[src/rtl/lae_pkg.sv]
// Shared definitions for the sclk monitor: interval counter width, monitor
// FSM state encoding and the interval tolerance helper.
package lae_pkg;

  localparam int CNT_W = 16;

  typedef logic [CNT_W-1:0] cnt_t;

  localparam cnt_t CNT_MAX = {CNT_W{1'b1}};

  typedef enum logic [1:0] {
    ST_IDLE   = 2'd0,
    ST_TRACK  = 2'd1,
    ST_LOCKED = 2'd2,
    ST_LOST   = 2'd3
  } mon_state_t;

  // True when the measured interval lies within target +/- tol (inclusive).
  function automatic logic within_tol(input cnt_t interval, input int target,
                                      input int tol);
    int diff;
    diff = int'(interval) - target;
    return (diff <= tol) && (diff >= -tol);
  endfunction

endpackage

[src/rtl/sync_edge.sv]
// Two-flop synchronizer with a history flop and registered edge strobes for
// a single asynchronous level input (sclk, LDR comparator, buttons).
module sync_edge (
  input  logic clk,
  input  logic rst,
  input  logic async_in,
  output logic rise_stb,
  output logic fall_stb
);

  logic s1;
  logic s2;
  logic s3;

  // s1/s2 resolve metastability; s3 is the previous synchronized level.
  always_ff @(posedge clk or posedge rst) begin
    if (rst) begin
      s1       <= 1'b0;
      s2       <= 1'b0;
      s3       <= 1'b0;
      rise_stb <= 1'b0;
      fall_stb <= 1'b0;
    end else begin
      s1       <= async_in;
      s2       <= s1;
      s3       <= s2;
      rise_stb <= s2 & ~s3;
      fall_stb <= ~s2 & s3;
    end
  end

endmodule

[src/rtl/sclk_monitor.sv]
// Measures sclk_in half-periods in clk cycles and tracks lock: IDLE -> TRACK
// -> LOCKED on LOCK_CNT consecutive in-tolerance intervals, LOST on a fault.
module sclk_monitor
  import lae_pkg::*;
#(
  parameter int HALF_PERIOD = 2201,
  parameter int TOL         = 4,
  parameter int LOCK_CNT    = 4
) (
  input  logic        clk,
  input  logic        rst,
  input  logic        sclk_in,
  output logic        rise_stb,
  output logic        fall_stb,
  output logic        locked,
  output logic        lost,
  output logic [15:0] half_period,
  output logic [7:0]  err_cnt
);

  localparam int                GOOD_W      = $clog2(LOCK_CNT + 1);
  localparam cnt_t              TIMEOUT_CNT = cnt_t'(2 * HALF_PERIOD);
  localparam logic [GOOD_W-1:0] GOOD_LAST   = GOOD_W'(LOCK_CNT - 1);

  mon_state_t        state;
  cnt_t              cnt;
  logic [GOOD_W-1:0] good_cnt;
  logic              edge_stb;
  logic              iv_good;
  logic              timeout;

  sync_edge u_sync_edge (
    .clk      (clk),
    .rst      (rst),
    .async_in (sclk_in),
    .rise_stb (rise_stb),
    .fall_stb (fall_stb)
  );

  assign edge_stb = rise_stb | fall_stb;
  assign iv_good  = within_tol(cnt, HALF_PERIOD, TOL);
  // An edge in the same cycle always wins over a timeout.
  assign timeout  = (cnt == TIMEOUT_CNT) && !edge_stb;

  // Interval counter: cnt holds the cycles elapsed since the last edge cycle.
  always_ff @(posedge clk or posedge rst) begin
    if (rst) begin
      cnt         <= '0;
      half_period <= '0;
    end else if (edge_stb) begin
      cnt         <= cnt_t'(1);
      half_period <= cnt;
    end else if (cnt != CNT_MAX) begin
      cnt <= cnt + cnt_t'(1);
    end
  end

  // locked/lost are decoded from the registered state, one cycle behind it.
  always_ff @(posedge clk or posedge rst) begin
    if (rst) begin
      state    <= ST_IDLE;
      good_cnt <= '0;
      err_cnt  <= '0;
      locked   <= 1'b0;
      lost     <= 1'b0;
    end else begin
      locked <= (state == ST_LOCKED);
      lost   <= (state == ST_LOST);
      case (state)
        ST_IDLE: begin
          if (edge_stb) begin
            state    <= ST_TRACK;
            good_cnt <= '0;
          end
        end
        ST_TRACK: begin
          if (edge_stb) begin
            if (iv_good) begin
              good_cnt <= good_cnt + GOOD_W'(1);
              if (good_cnt == GOOD_LAST) begin
                state <= ST_LOCKED;
              end
            end else begin
              good_cnt <= '0;
            end
          end else if (timeout) begin
            state <= ST_IDLE;
          end
        end
        ST_LOCKED: begin
          if ((edge_stb && !iv_good) || timeout) begin
            state <= ST_LOST;
            if (err_cnt != 8'hFF) begin
              err_cnt <= err_cnt + 8'd1;
            end
          end
        end
        ST_LOST: begin
          if (edge_stb) begin
            state    <= ST_TRACK;
            good_cnt <= '0;
          end
        end
        default: state <= ST_IDLE;
      endcase
    end
  end

endmodule

[config.mk]
export PLATFORM = sky130hd
export DESIGN_NAME = sclk_monitor
export DESIGN_NICKNAME = d
export VERILOG_FILES = /design/src/rtl/lae_pkg.sv /design/src/rtl/sync_edge.sv /design/src/rtl/sclk_monitor.sv
export SDC_FILE = /design/constraint.sdc
export NUM_CORES = 1
export LEC_CHECK = 0
export ABC_AREA = 1
export CAP_MARGIN = 10
export CORE_ASPECT_RATIO = 1.75
export CORE_MARGIN = 4
export CORE_UTILIZATION = 50
export DETAILED_ROUTE_END_ITERATION = 6
export PLACE_DENSITY_LB_ADDON = 0.1
export RECOVER_POWER = 50
export SETUP_SLACK_MARGIN = 0.4
export SYNTH_ARGS = -nofsm -noshare
export SYNTH_HDL_FRONTEND = slang
export SYNTH_HIERARCHICAL = 1
export SYNTH_SLANG_ARGS = --single-unit
[constraint.sdc]
create_clock -name clk -period 3.4 [get_ports clk]
set_input_delay 0.51 -clock clk [delete_from_list [all_inputs] [get_ports clk]]
set_output_delay 0.51 -clock clk [all_outputs]
set_load 0.02 [all_outputs]
==> results.cfg, run 1 <==
[detailed_routing]
ant_nets = 0
dr.pass1.iters = 4
drt_iter0_markers = 112
vias_per_cell = 5.242
drc = 0
routed_wl_mm = 6.873
wire_per_inst_um = 13.75
vias = 2621

[cells_and_area]
nets = 435
final_layout_size_suffix_gt1_share_pct = 12.80
antenna_cells = 0
fin_cells = 500
final_util_pct = 59.59
syn_to_final_growth_pct = 14.86
post-route-cell-area_um2 = 3558

[cts]
numCtsBuffers = 5
cts_buffer_depth = 2
cts_hold_buf = 0
insertion_delay_ps = 320
htreeDepth = 2
cts.sinks = 52
ctsRootBufferMaster = clkbuf_8
path_clk_slew_ps = 90
cts_resized = 0
cts_tree = done
postCtsSetupRepairBufs = 0

[global_route]
grt_use_total_pct = 20.91
grt_pass1_vias = 2635
antenna_found_initial = 0
grt_max_degree = 48
grt_pass1_wl_mm = 12.19
grt.overflow.total = 0

[power_and_ir_drop]
p_leak_nw = 1.666
powerDensity_nw_per_um2 = 459.3
switchingPower_uw = 524.0
combPwrFrac_pct = 26.2
power.total_mw = 1.634
power.share.switching_pct = 32.06
seq_power_share_pct = 45.6
irDropWorstVdd_mv = 0.3534
pwr-share-clk_pct = 28.3
p_int_mw = 1.110

[timing]
worst_hold_slack_ps = 369.4
tns_ps = 0
rsz0062_at_grt = no
clock_skew_ps = 10.28
max_slew.worst_pin.slew_ps = 1770
drv_slew = 92
setup_viol = 0
fmax_mhz = 394.1
max_slew_margin_pct = -18.14
period_minus_slack_ps = 2537
period_share_pct = 74.63
fin_ws_ps = 862.6
hold_viol_final = 0

[placed_design]
placed_cell_area_um2 = 3438
globalplace.congestion = 0.9812
dp_hpwl_mm = 5.312
post-place-ws_ps = 960.6
io_buffers = 30
dp.cells = 492

[floorplanning]
die_area_um2 = 7569
io_pins = 31
die_h_um = 112.1
coreArea_um2 = 5972
start_util_pct = 51.88
placementRows = 37
dieWidth_um = 67.50

[run_status]
violations = capacitance limit, slew limit
status = complete, but fails checks

[synth]
synthDistinctLibCells = 40
postSynthAreaPerCell_um2 = 7.883
syn_inst = 393
synth_edf_count = 0
synthArstFlopShare_pct = 100.0
synth-seq-cells = 52
ys_warn_count = 6
synth_fp_nets = 407
ys_seq_area_share_pct = 42.00
synth_area_um2 = 3098
synthFlopType = dfrtp_1

[setup_path]
worstSetupEndpointType = flip-flop
critPathMaxStageDelay_ps = 1190
cp-startpoint = u_sync_edge/fall_stb
cpMostUsedCell = o21ai_0
path_class = reg2reg
r2r_end = cnt[0]
worstPathArrival_ps = 2730
reg2regPathDepth = 5
cp.required_ps = 3590
endpoint = cnt[0]
slowest_stage = clkbuf_1
r2r_setup_slack_ps = 860
cp-start-kind = flip-flop
reg2reg_from = u_sync_edge/fall_stb
path_cells = nor2_1, clkbuf_1, nand4_1, o21ai_0, o21ai_0
path_max_fanout = 43

[flow_run]
maxCapViolations = 2

[min_path]
worstHoldPathType = reg2reg
## sequential cells by signal, indices dropped and copies added, names as in the netlist
signal                cells
cnt                      16
err_cnt                   8
good_cnt                  3
half_period              16
locked                    1
lost                      1
state                     2
u_sync_edge/fall_stb      1
u_sync_edge/rise_stb      1
u_sync_edge/s1            1
u_sync_edge/s2            1
u_sync_edge/s3            1
## cells in the final DEF, fill, tap and decap left out, types with 8 or more instances in the layout
| master | count |
|---|---|
| nand2_2 | 14 |
| ha_1 | 11 |
| nor3_1 | 10 |
| o21ai_0 | 26 |
| nand2_1 | 96 |
| a21oi_1 | 12 |
| nor2_2 | 8 |
| nor2_1 | 30 |
| inv_1 | 34 |
| dfrtp_1 | 52 |
| clkdlybuf4s50_1 | 28 |
| nand3_1 | 32 |
## per-layer routing
| metal | part of all wire [%] | routed length (um) | track usage [%] |
|---|---|---|---|
| met1 | 39 | 2713 | 23.62 |
| met2 | 54 | 3729 | 36.50 |
| met3 | 3.1 | 214 | 3.704 |
| met4 | 3.1 | 216 | 9.892 |
| met5 | 0 | 0 | 0 |
## worst min path at each step
stage	start	to	slack (ps)	cells past startpoint
floorplan	rst	u_sync_edge/fall_stb	290	1
global placement	u_sync_edge/s1	u_sync_edge/s2	340	0
detailed placement	u_sync_edge/s1	u_sync_edge/s2	350	0
CTS	u_sync_edge/s1	u_sync_edge/s2	380	0
global route	u_sync_edge/s1	u_sync_edge/s2	380	0
finish	u_sync_edge/s1	u_sync_edge/s2	370	0
## synthesized netlist by cell type, types with 2 or more instances
master / number / area, um^2
nor2_4: 2 / 22.52
nand3_1: 32 / 160.2
o21ai_0: 26 / 130.1
nand4_1: 7 / 43.79
nand2_2: 14 / 87.58
nor4_1: 3 / 18.77
inv_1: 34 / 127.6
o21ai_2: 3 / 26.28
nand2_1: 96 / 360.4
xor2_1: 4 / 35.03
nand2_4: 2 / 22.52
and2_1: 2 / 12.51
buf_2: 2 / 10.01
nand3_2: 5 / 50.05
inv_2: 6 / 22.52
clkbuf_1: 5 / 18.77
a31oi_1: 2 / 12.51
a21oi_2: 2 / 17.52
nor3_1: 10 / 50.05
nor3_2: 2 / 20.02
nor2_2: 8 / 50.05
ha_1: 11 / 137.6
xnor2_1: 3 / 26.28
nor2_1: 30 / 112.6
a211oi_1: 4 / 30.03
a21oi_1: 12 / 60.06
clkinv_1: 2 / 7.510
dfrtp_1: 52 / 1301
## worst max-delay path, delay by kind of cell (launching register included)
kind                   cells  cell delay, ps
AND/OR/NAND/NOR            2             550
AO/OA/AOI/OAI              2             280
flip-flops                 1             380
buffers and inverters      1            1190
## layout make-up
class | count | area [um^2]
Clock inverter | 1 | 30.03
Inverter | 42 | 157.7
Tap cell | 78 | 97.59
Fill cell | 560 | 2414
Timing Repair Buffer | 31 | 304.0
Multi-Input combinational cell | 289 | 1572
Sequential cell | 52 | 1301
Clock buffer | 7 | 96.34
## logic make-up (layout without fill, tap and decap cells)
logic type      Yosys count  in the layout  synth area share (%)
buf+inv                  52             81                 7.270
compound gates           55             55                 10.70
xor+xnor                  8              8                 2.504
simple gates            215            215                 33.08
flops                    52             52                 42.00
fa+ha+maj                11             11                 4.443
## power groups by stage
stage / Sequential [mW] / Combinational, mW / Clock [mW]
3_5_place_dp: 0.758 / 0.432 / 0
5_1_grt: 0.756 / 0.482 / 0.503
2_1_floorplan: 0.790 / 0.260 / 0
3_3_place_gp: 0.755 / 0.426 / 0
6_report: 0.745 / 0.428 / 0.462
4_1_cts: 0.745 / 0.434 / 0.478
No activity file was read; power rests on OpenSTA's default activity.
==> run 2, diff against run 1 <==
==> constraint.sdc (replaced) <==
create_clock -name clk -period 2.4 [get_ports clk]
set_input_delay 0.36 -clock clk [delete_from_list [all_inputs] [get_ports clk]]
set_output_delay 0.36 -clock clk [all_outputs]
set_load 0.02 [all_outputs]
==> results.cfg, run 2 (synthesis results as in run 1) <==
[power_and_ir_drop]
combPwrFrac_pct = 30.7
irDropWorstVdd_mv = 0.3941
powerDensity_nw_per_um2 = 596.1
power.share.switching_pct = 34.66
pwr-share-clk_pct = 22.6
seq_power_share_pct = 46.7
switchingPower_uw = 786.1
p_int_mw = 1.482
p_leak_nw = 1.755

[cells_and_area]
syn_to_final_growth_pct = 22.82
final_cell_mix = 87 x nand2_1, 44 x dfrtp_1, 29 x inv_1
nets = 451
final_layout_size_suffix_gt1_share_pct = 23.74
reg_top3 = cnt (16), half_period (16), err_cnt (8)
layout_commonest_cell = nand2_1
antenna_cells = 0
nFillCells = 531

[cts]
cts_buffer_depth = 2
cts.sinks = 52
cts_hold_buf = 0
htreeDepth = 2
path_clk_slew_ps = 90
insertion_delay_ps = 310
numCtsBuffers = 5
cts_tree = done
ctsRootBufferMaster = clkbuf_8

[detailed_routing]
dr.pass1.iters = 5
vias = 2790
routed_wl_mm = 7.416
drt_iter0_markers = 136
wire_per_inst_um = 14.37
ant_nets = 0
drc = 0
vias_per_cell = 5.407

[timing]
tns_ps = 0
clock_skew_ps = 4.958
max_slew_margin_pct = 20.48
hold_viol_final = 0
setup_viol = 0
max_slew.worst_pin.slew_ps = 1193
drv_slew = 0
fin_ws_ps = 303.2
rsz0062_at_grt = yes
fmax_mhz = 476.9
period_minus_slack_ps = 2097
period_share_pct = 87.37

[setup_path]
slowest_stage = dfrtp_1
cp.required_ps = 2600
cp-start-kind = flip-flop
worstSetupEndpointType = flip-flop
critPathMaxStageDelay_ps = 390
worstPathArrival_ps = 2300
path_max_fanout = 4
path_class = reg2reg
path_cells = buf_4, ha_1, inv_2, nor2_2, nand3_2, nor2_4, nand2_4, nand3_4, nor2_4, nand3_4, nor3_4, nand2_1, o21ai_1, a21oi_1

[floorplanning]
dieWidth_um = 67.50
die_area_um2 = 7569
io_pins = 31
start_util_pct = 51.88
placementRows = 37
coreArea_um2 = 5972
die_h_um = 112.1

[global_route]
grt_pass1_wl_mm = 12.44
grt_use_total_pct = 21.13
grt_pass1_vias = 2729
grt_max_degree = 48
grt.overflow.total = 0
antenna_found_initial = 0

[flow_run]
maxCapViolations = 0

[run_status]
status = completed

[placed_design]
globalplace.congestion = 0.8853
io_buffers = 30
dp_hpwl_mm = 5.440
post-place-ws_ps = 178.8

[min_path]
worstHoldPathType = reg2reg
==> run 2: cell count changes in the layout (fill, tap and decap cells not counted), sizes merged <==
cell	change
nand2	+1
clkbuf	+2
buf	+14
inv	-1
clkinv	+1
bufinv	-1
==> run 2: power groups by stage <==
stage / registers, mW / logic [mW] / clock network (mW)
global route: 1.08 / 0.766 / 0.569
floorplan: 1.12 / 0.370 / 0
finish: 1.06 / 0.696 / 0.513
global placement: 1.07 / 0.614 / 0
detailed placement: 1.07 / 0.624 / 0
CTS: 1.05 / 0.662 / 0.534
==> run 2: per-stage QoR <==
stage | power, mW | hold slack, ps | instances | utilization (%) | area [um^2]
final | 2.268 | 365.0 | 516 | 63.71 | 3805
after global routing | 2.412 | 375.7 | 516 | 63.71 | 3805
after CTS | 2.251 | 276.5 | 510 | 61.70 | 3685
after detailed placement | 1.695 | 337.2 | 499 | 58.73 | 3507
after global placement | 1.683 | 344.7 | 499 | 58.73 | 3507
after floorplan | 1.489 | 138.5 | 393 | - | 3102
==> run 2: cell type report <==
cell class	instances	area (um^2)	area share [%]
Tap cell	78	97.59	2.565
Inverter	42	166.4	4.374
Multi-Input combinational cell	290	1724	45.31
Sequential cell	52	1311	34.46
Clock buffer	8	90.09	2.368
Timing Repair Buffer	46	415.4	10.92
==> run 2: final timing paths <==
check	start	to	slack, ps	depth (start not counted)
min	u_sync_edge/s1	u_sync_edge/s2	370	0
max reg2reg	cnt[0]	cnt[15]	300	14
max	cnt[0]	cnt[15]	300	14
min in group asynchronous	rst	u_sync_edge/s1	400	2
max in group asynchronous	rst	cnt[1]	710	3
min reg2reg	u_sync_edge/s1	u_sync_edge/s2	370	0
==> run 2: per-layer routing <==
metal,wire length [um],track usage (%)
met1,2918,24.64
met2,3987,36.30
met3,195,3.303
met4,314,10.16
met5,0,0
==> run 2: critical path, delay by kind of cell (launching register included) <==
kind / cells / cell delay [ps]
AND/OR/NAND/NOR: 9 / 960
flip-flops: 1 / 390
adder cells (fa/ha/maj): 1 / 220
buffers and inverters: 2 / 210
AO/OA/AOI/OAI: 2 / 180
==> run 2: what timing repair did <==
action,CTS,global route
setup buffers,2,6
endpoints found under the setup margin,15,18
hold endpoints to repair,0,0
pin swaps,8,15
cloned,1,0
resized for setup,19,30
==> run 3, diff against run 2 <==
--- a/config.mk
+++ b/config.mk
@@ -6,7 +6,6 @@
 export NUM_CORES = 1
 export LEC_CHECK = 0
 export ABC_AREA = 1
-export CAP_MARGIN = 10
 export CORE_ASPECT_RATIO = 1.75
 export CORE_MARGIN = 4
 export CORE_UTILIZATION = 50
==> results of run 3 <==
Final layout, timing and power as in run 2 (identical DEF).
